$ cat config.mk
export PLATFORM = sky130hd
export DESIGN_NAME = halfband_decim_flat
export DESIGN_NICKNAME = d
export VERILOG_FILES = /design/src/rtl/halfband_pkg.sv /design/src/rtl/halfband_decim_if.sv /design/src/rtl/hb_mac.sv /design/src/rtl/halfband_decim.sv /design/src/flat_wrapper.sv
export SDC_FILE = /design/constraint.sdc
export NUM_CORES = 1
export LEC_CHECK = 0
export CAP_MARGIN = 5
export CORE_MARGIN = 2
export CORE_UTILIZATION = 65
export DETAILED_ROUTE_END_ITERATION = 6
export HOLD_SLACK_MARGIN = 0.02
export PLACE_DENSITY_LB_ADDON = 0.15
export SLEW_MARGIN = 20
export SYNTH_ARGS = -nofsm -noshare
export SYNTH_HDL_FRONTEND = slang
export SYNTH_HIERARCHICAL = 1
export SYNTH_SLANG_ARGS = --single-unit
export TNS_END_PERCENT = 10
$ cat constraint.sdc
create_clock -name clock -period 21.4 [get_ports clock]
set_input_delay 2.14 -clock clock [delete_from_list [all_inputs] [get_ports clock]]
set_output_delay 2.14 -clock clock [all_outputs]
set_load 0.01 [all_outputs]
$ cat src/rtl/halfband_pkg.sv
// Shared definitions for the halfband decimator: widths, the halfband
// coefficient set, rounding constants and the MAC sequencer states.
package halfband_pkg;

   localparam int bw   = 16;
   localparam int cw   = 16;
   localparam int aw   = bw + cw + 2;
   localparam int TAPS = 15;

   // Symmetric halfband taps, DC gain 32768; odd taps other than the centre are zero
   localparam logic signed [cw-1:0] H0 = -16'sd120;
   localparam logic signed [cw-1:0] H2 = 16'sd700;
   localparam logic signed [cw-1:0] H4 = -16'sd2300;
   localparam logic signed [cw-1:0] H6 = 16'sd9912;
   localparam logic signed [cw-1:0] H7 = 16'sd16384;

   localparam logic signed [aw-1:0] ROUND_CONST = 34'sd16384;
   localparam int                   SHIFT       = 15;
   localparam logic signed [aw-1:0] SAT_MAX     = 34'sd32767;
   localparam logic signed [aw-1:0] SAT_MIN     = -34'sd32768;

   localparam logic [2:0] TAP_PAIR0  = 3'd0;
   localparam logic [2:0] TAP_PAIR1  = 3'd1;
   localparam logic [2:0] TAP_PAIR2  = 3'd2;
   localparam logic [2:0] TAP_PAIR3  = 3'd3;
   localparam logic [2:0] TAP_CENTER = 3'd4;

   typedef enum logic [2:0] {
      IDLE,
      PAIR0,
      PAIR1,
      PAIR2,
      PAIR3,
      CENTER,
      ROUND
   } state_t;

   // Coefficient for a tap-select: pairs 0..3 map to h0,h2,h4,h6, anything else is the centre tap
   function automatic logic signed [cw-1:0] tapCoef(input logic [2:0] tapSel);
      case (tapSel)
         TAP_PAIR0: return H0;
         TAP_PAIR1: return H2;
         TAP_PAIR2: return H4;
         TAP_PAIR3: return H6;
         default:   return H7;
      endcase
   endfunction

endpackage

$ cat src/rtl/halfband_decim_if.sv
// Sample-stream bundle between the CIC stage and the halfband decimator.
// Optional bypass control appears when HALFBAND_DECIM_BYPASS_EN is defined.
interface halfband_decim_if;
   import halfband_pkg::*;

   logic                 enable;
   logic                 strobe_in;
   logic signed [bw-1:0] signal_in;
   logic                 strobe_out;
   logic signed [bw-1:0] signal_out;
   logic                 overrun;
`ifdef HALFBAND_DECIM_BYPASS_EN
   logic                 bypass;

   modport master (
      output enable, strobe_in, signal_in, bypass,
      input  strobe_out, signal_out, overrun
   );

   modport slave (
      input  enable, strobe_in, signal_in, bypass,
      output strobe_out, signal_out, overrun
   );
`else
   modport master (
      output enable, strobe_in, signal_in,
      input  strobe_out, signal_out, overrun
   );

   modport slave (
      input  enable, strobe_in, signal_in,
      output strobe_out, signal_out, overrun
   );
`endif

endinterface

$ cat src/rtl/hb_mac.sv
// Serial multiply-accumulate for the halfband filter: symmetric pre-add,
// signed coefficient multiply, accumulate, then round/saturate to sample width.
module hb_mac
   import halfband_pkg::*;
(
   input  logic                 clock,
   input  logic                 reset,
   input  logic                 clear_i,
   input  logic                 accum_i,
   input  logic                 round_i,
   input  logic [2:0]           tapSel_i,
   input  logic signed [bw-1:0] opA_i,
   input  logic signed [bw-1:0] opB_i,
   output logic signed [bw-1:0] result_o
);

   logic signed [bw:0]   preAdd;
   logic signed [cw-1:0] coef;
   logic signed [aw-1:0] preAddExt;
   logic signed [aw-1:0] coefExt;
   logic signed [aw-1:0] product;
   logic signed [aw-1:0] rounded;
   logic signed [aw-1:0] shifted;
   logic signed [bw-1:0] satVal;
   logic signed [aw-1:0] acc_q, acc_d;
   logic signed [bw-1:0] result_q, result_d;

   // Arithmetic path: pre-add the symmetric pair, scale by the tap, and form the rounded output
   always_comb begin
      coef      = tapCoef(tapSel_i);
      preAdd    = {opA_i[bw-1], opA_i} + {opB_i[bw-1], opB_i};
      preAddExt = {{(aw-bw-1){preAdd[bw]}}, preAdd};
      coefExt   = {{(aw-cw){coef[cw-1]}}, coef};
      product   = preAddExt * coefExt;
      rounded   = acc_q + ROUND_CONST;
      shifted   = rounded >>> SHIFT;
      if (shifted > SAT_MAX) begin
         satVal = SAT_MAX[bw-1:0];
      end else if (shifted < SAT_MIN) begin
         satVal = SAT_MIN[bw-1:0];
      end else begin
         satVal = shifted[bw-1:0];
      end
      acc_d = acc_q;
      if (clear_i) begin
         acc_d = '0;
      end else if (accum_i) begin
         acc_d = acc_q + product;
      end
      result_d = result_q;
      if (round_i) begin
         result_d = satVal;
      end
   end

   // Accumulator and rounded-result registers
   always_ff @(posedge clock or posedge reset) begin
      if (reset) begin
         acc_q    <= '0;
         result_q <= '0;
      end else begin
         acc_q    <= acc_d;
         result_q <= result_d;
      end
   end

   assign result_o = result_q;

endmodule

$ cat src/rtl/halfband_decim.sv
// Halfband decimate-by-2 stage after the CIC: 15-tap FIR computed by one
// serial MAC over 7 clocks, one output per two accepted inputs.
// Optional macro HALFBAND_DECIM_BYPASS_EN adds a bypass control that passes
// each accepted input straight to the output one clock later.
module halfband_decim
   import halfband_pkg::*;
(
   input logic            clock,
   input logic            reset,
   halfband_decim_if.slave bus
);

   state_t               state_q, state_d;
   logic signed [bw-1:0] x_q [0:TAPS-1];
   logic                 phase_q, phase_d;
   logic                 overrun_q, overrun_d;
   logic                 pending_q, pending_d;
   logic                 outStrobe_q, outStrobe_d;
   logic signed [bw-1:0] outData_q, outData_d;

   logic                 bypassSel;
   logic                 accept;
   logic                 startMac;
   logic                 busyDrop;
   logic                 macClear;
   logic                 macAccum;
   logic                 macRound;
   logic [2:0]           tapSel;
   logic signed [bw-1:0] opA;
   logic signed [bw-1:0] opB;
   logic signed [bw-1:0] macResult;

`ifdef HALFBAND_DECIM_BYPASS_EN
   assign bypassSel = bus.bypass;
`else
   assign bypassSel = 1'b0;
`endif

   assign accept   = bus.strobe_in && bus.enable && (state_q == IDLE);
   assign startMac = accept && phase_q && !bypassSel;
   assign busyDrop = bus.strobe_in && bus.enable && (state_q != IDLE);

   // Sequencer: walk the four symmetric pairs, the centre tap, then round
   always_comb begin
      state_d  = state_q;
      macClear = 1'b0;
      macAccum = 1'b0;
      macRound = 1'b0;
      tapSel   = TAP_PAIR0;
      opA      = '0;
      opB      = '0;
      case (state_q)
         IDLE: begin
            if (startMac) begin
               state_d  = PAIR0;
               macClear = 1'b1;
            end
         end
         PAIR0: begin
            tapSel   = TAP_PAIR0;
            opA      = x_q[0];
            opB      = x_q[14];
            macAccum = 1'b1;
            state_d  = PAIR1;
         end
         PAIR1: begin
            tapSel   = TAP_PAIR1;
            opA      = x_q[2];
            opB      = x_q[12];
            macAccum = 1'b1;
            state_d  = PAIR2;
         end
         PAIR2: begin
            tapSel   = TAP_PAIR2;
            opA      = x_q[4];
            opB      = x_q[10];
            macAccum = 1'b1;
            state_d  = PAIR3;
         end
         PAIR3: begin
            tapSel   = TAP_PAIR3;
            opA      = x_q[6];
            opB      = x_q[8];
            macAccum = 1'b1;
            state_d  = CENTER;
         end
         CENTER: begin
            tapSel   = TAP_CENTER;
            opA      = x_q[7];
            macAccum = 1'b1;
            state_d  = ROUND;
         end
         ROUND: begin
            macRound = 1'b1;
            state_d  = IDLE;
         end
         default: state_d = IDLE;
      endcase
      if (!bus.enable) begin
         state_d  = IDLE;
         macClear = 1'b0;
         macAccum = 1'b0;
         macRound = 1'b0;
      end
   end

   // Control and output next-state: phase, sticky overrun, and the output strobe one clock after ROUND
   always_comb begin
      phase_d     = phase_q;
      overrun_d   = overrun_q | busyDrop;
      pending_d   = (state_q == ROUND) && bus.enable;
      outStrobe_d = 1'b0;
      outData_d   = outData_q;
      if (!bus.enable) begin
         phase_d = 1'b0;
      end else if (accept) begin
         phase_d = bypassSel ? 1'b0 : ~phase_q;
      end
      if (pending_q && bus.enable) begin
         outStrobe_d = 1'b1;
         outData_d   = macResult;
      end
      if (accept && bypassSel) begin
         outStrobe_d = 1'b1;
         outData_d   = bus.signal_in;
      end
   end

   // State and output registers
   always_ff @(posedge clock or posedge reset) begin
      if (reset) begin
         state_q     <= IDLE;
         phase_q     <= 1'b0;
         overrun_q   <= 1'b0;
         pending_q   <= 1'b0;
         outStrobe_q <= 1'b0;
         outData_q   <= '0;
      end else begin
         state_q     <= state_d;
         phase_q     <= phase_d;
         overrun_q   <= overrun_d;
         pending_q   <= pending_d;
         outStrobe_q <= outStrobe_d;
         outData_q   <= outData_d;
      end
   end

   // Sample delay line: newest sample enters x[0] only when an input is accepted
   always_ff @(posedge clock or posedge reset) begin
      if (reset) begin
         for (int j = 0; j < TAPS; j++) begin
            x_q[j] <= '0;
         end
      end else if (accept) begin
         for (int j = TAPS - 1; j > 0; j--) begin
            x_q[j] <= x_q[j-1];
         end
         x_q[0] <= bus.signal_in;
      end
   end

   hb_mac mac (
      .clock    (clock),
      .reset    (reset),
      .clear_i  (macClear),
      .accum_i  (macAccum),
      .round_i  (macRound),
      .tapSel_i (tapSel),
      .opA_i    (opA),
      .opB_i    (opB),
      .result_o (macResult)
   );

   assign bus.strobe_out = outStrobe_q;
   assign bus.signal_out = outData_q;
   assign bus.overrun    = overrun_q;

endmodule

$ cat src/flat_wrapper.sv
// flat-port wrapper written by rule: the top's interface ports become plain ports
module halfband_decim_flat import halfband_pkg::*;
  (clock, reset, bus_enable, bus_strobe_in, bus_signal_in, bus_strobe_out, bus_signal_out, bus_overrun);
  halfband_decim_if bus_i ();
  input logic clock;
  input logic reset;
  input wire logic [$bits(bus_i.enable)-1:0] bus_enable;
  input wire logic [$bits(bus_i.strobe_in)-1:0] bus_strobe_in;
  input wire logic [$bits(bus_i.signal_in)-1:0] bus_signal_in;
  output wire logic [$bits(bus_i.strobe_out)-1:0] bus_strobe_out;
  output wire logic [$bits(bus_i.signal_out)-1:0] bus_signal_out;
  output wire logic [$bits(bus_i.overrun)-1:0] bus_overrun;
  assign bus_i.enable = bus_enable;
  assign bus_i.strobe_in = bus_strobe_in;
  assign bus_i.signal_in = bus_signal_in;
  assign bus_strobe_out = bus_i.strobe_out;
  assign bus_signal_out = bus_i.signal_out;
  assign bus_overrun = bus_i.overrun;
  halfband_decim u_core (.clock(clock), .reset(reset), .bus(bus_i));
endmodule
==> results.sh <==
export IMPL_critPathMostFrequentCell="fa_1"
export IMPL_fillers=2671
export IMPL_synth_top_area_share_pct=32.4
export IMPL_hold_path_depth=1
export IMPL_ys_dominant_reg_cell="dfrtp_1"
export IMPL_first_global_vias=16597
export IMPL_worstPathArrival_ns=11.06
export IMPL_path_max_fanout=29
export IMPL_core_sq_um=36500
export IMPL_cp_slowest_stage_delay_ns=0.83
export IMPL_maxCapViolCount=0
export IMPL_slew_headroom_pct=20.9
export IMPL_clkTransAtPathRegs_ns=0.07
export IMPL_wl_mm=52.4
export IMPL_port_buffers=37
export IMPL_finalSetupTns_ns=0
export IMPL_routedWlPerCell_um=19.7
export IMPL_worstMarginPinSlew_ns=1.18
export IMPL_num_vias=15602
export IMPL_clkSinkCount=311
export IMPL_fmax_mhz=94.5
export IMPL_yosys_register_bits=311
export IMPL_syn_area_sq_um=24000
export IMPL_gp_congestion=0.938
export IMPL_layout_min_cycle_time_ns=10.59
export IMPL_fin_nets=2584
export IMPL_stdcell_count=2665
export IMPL_overflow=0
export IMPL_dp_slack_ns=11.03
export IMPL_grt_max_degree=108
export IMPL_yosysTopAreaCell="dfrtp_1"
export IMPL_setup_violations_final=0
export IMPL_crit_type="reg -> reg"
export IMPL_synthTopCellsByArea="dfrtp_1, fa_1, mux2_1"
export IMPL_grt_setup_unrepaired="no"
export IMPL_stdcell_area_sq_um=25700
export IMPL_required_ns=21.87
export IMPL_start_kind="register"
export IMPL_dp_cells=2610
export IMPL_rows=70
export IMPL_final_cell_mix="inv_1, dfrtp_1, fa_1, mux2_1, nor2_1"
export IMPL_tritoncts="built"
export IMPL_drc=0
export IMPL_ys_seq_area_share_pct=32.4
export IMPL_cts_buffers_inserted=31
export IMPL_final_setup_skew_ns=0.0293
export IMPL_cts_resized_gates=0
export IMPL_drt_iter0_markers=811
export IMPL_syn_nets=2583
export IMPL_antenna_found_initial=0
export IMPL_dieArea_sq_um=38500
export IMPL_grtUsageTotal_pct=28.9
export IMPL_synthToLayoutAreaGrowth_pct=6.96
export IMPL_finalCritPeriodShare_pct=49.5
export IMPL_async_flop_share_pct=100
export IMPL_initial_core_util_pct=65.7
export IMPL_synth_edff_count=0
export IMPL_drv_slew=0
export IMPL_htree_levels=1
export IMPL_die_height_um=196
export IMPL_layout_commonest_cell="inv_1"
export IMPL_finalWorstSetupSlack_ns=10.81
export IMPL_dr_pass1_iters=5
export IMPL_synth_distinct_cells=79
export IMPL_r2r_cells=32
export IMPL_yosysWarnings=6
export IMPL_hold_viol=0
export IMPL_status="completed"
export IMPL_io_pins=38
export IMPL_die_w_um=196
export IMPL_clockBufferDepth=3
export IMPL_postCtsSetupRepairBufs=0
export IMPL_root_buffer="clkbuf_16"
export IMPL_syn_area_per_cell_sq_um=11.0
export IMPL_drive_above_1_share_pct=8.47
export IMPL_slowest_stage="a2bb2oi_1"
export IMPL_vias_per_cell=5.85
export IMPL_placed_area_sq_um=24600
export IMPL_clock_latency_ns=0.61
export IMPL_hold_class="reg -> reg"
export IMPL_ant_nets=0
export IMPL_end_kind="register"
export IMPL_syn_inst=2174
export IMPL_diodes=0
export IMPL_grt_pass1_wl_mm=87.9
export IMPL_dp_hpwl_mm=40.9
export IMPL_holdBufCountCts=0
cells by family (layout without fill, tap and decap cells):
family,after synthesis,in the layout,synth area share (%)
multiplexers,313,313,14.4
AO/OA/AOI/OAI,233,233,7.14
flip-flops,311,311,32.4
AND/OR/NAND/NOR,433,433,8.47
XOR/XNOR,55,55,2.01
adder cells (fa/ha/maj),389,389,27.9
buffers and inverters,440,463,7.64
worst paths after layout:
check,start,slack (ns),endpoint
worst min-delay path,u_core/x_q[26]$_DFFE_PP0P_,0.48,u_core/x_q[10]$_DFFE_PP0P_
min in group asynchronous,reset,2.04,u_core/bus.signal_out[14]$_DFFE_PP0P_
worst min register to register,u_core/x_q[26]$_DFFE_PP0P_,0.48,u_core/x_q[10]$_DFFE_PP0P_
worst max-delay path,u_core/state_q[0]$_DFFE_PP0P_,10.81,u_core/mac/acc_q[30]$_DFFE_PP0P_
worst max register to register,u_core/state_q[0]$_DFFE_PP0P_,10.81,u_core/mac/acc_q[30]$_DFFE_PP0P_
max in group asynchronous,reset,17.78,u_core/state_q[0]$_DFFE_PP0P_
metal layers:
metal / GRT usage [%] / wire [um] / vias to the layer above
li1: - / - / 7182
met5: 0 / 0 / -
met2: 50.4 / 26100 / 383
met1: 38.1 / 22300 / 7922
met3: 3.87 / 2360 / 115
met4: 8.75 / 1690 / 0
synth_stat cells, types with 15 or more instances:
cell      number
nor2_1       182
a221o_1       24
mux2_1       180
dfrtp_1      311
mux2i_1       56
fa_1         245
xnor2_1       33
a21oi_1       39
xor2_1        22
o22a_1        15
inv_1        348
buf_6         20
nand2_1       93
nand2b_1      24
clkbuf_1      45
ha_1         144
nand3_1       18
a21o_1        27
o21ai_0       22
buf_2         23
nor3_1        22
a31oi_1       17
mux2_2        77
final cells by class:
| type | instances | area [sq um] | share of cell area [%] |
|---|---|---|---|
| inverter | 350 | 1320 | 5.15 |
| timing repair buffer | 58 | 532 | 2.07 |
| sequential | 311 | 7780 | 30.3 |
| multi-input combinational | 1423 | 14400 | 56.1 |
| tap | 468 | 586 | 2.28 |
| clock buffer | 45 | 918 | 3.58 |
| clock inverter | 10 | 129 | 0.502 |
per-stage QoR:
step | hold slack [ns] | utilization, %
6_report | 0.475 | 70.3
5_1_grt | 0.496 | 70.3
4_1_cts | 0.467 | 70.3
3_5_place_dp | 0.467 | 67.4
3_3_place_gp | 0.459 | 67.4
2_1_floorplan | 0.454 | -
flip-flops by register name, summed over array words and instances, names as in the netlist:
signal / count
u_core/bus.overrun: 1
u_core/bus.signal_out: 16
u_core/bus.strobe_out: 1
u_core/mac/acc_q: 32
u_core/mac/result_o: 16
u_core/pending_q: 1
u_core/phase_q: 1
u_core/state_q: 3
u_core/x_q: 240
worst max-delay path: cells and delay by family, from the launching register on:
kind	cells	cell delay [ns]
DFF	1	0.51
AOI/OAI and AO/OA	11	2.82
and+or+nand+nor	7	2.34
adders and majority gates	9	3.98
buffers and inverters	5	0.82
Power is left out: the tool's default activity adds up to more than one toggle a clock period on the data nets, which glitch-free logic cannot reach.
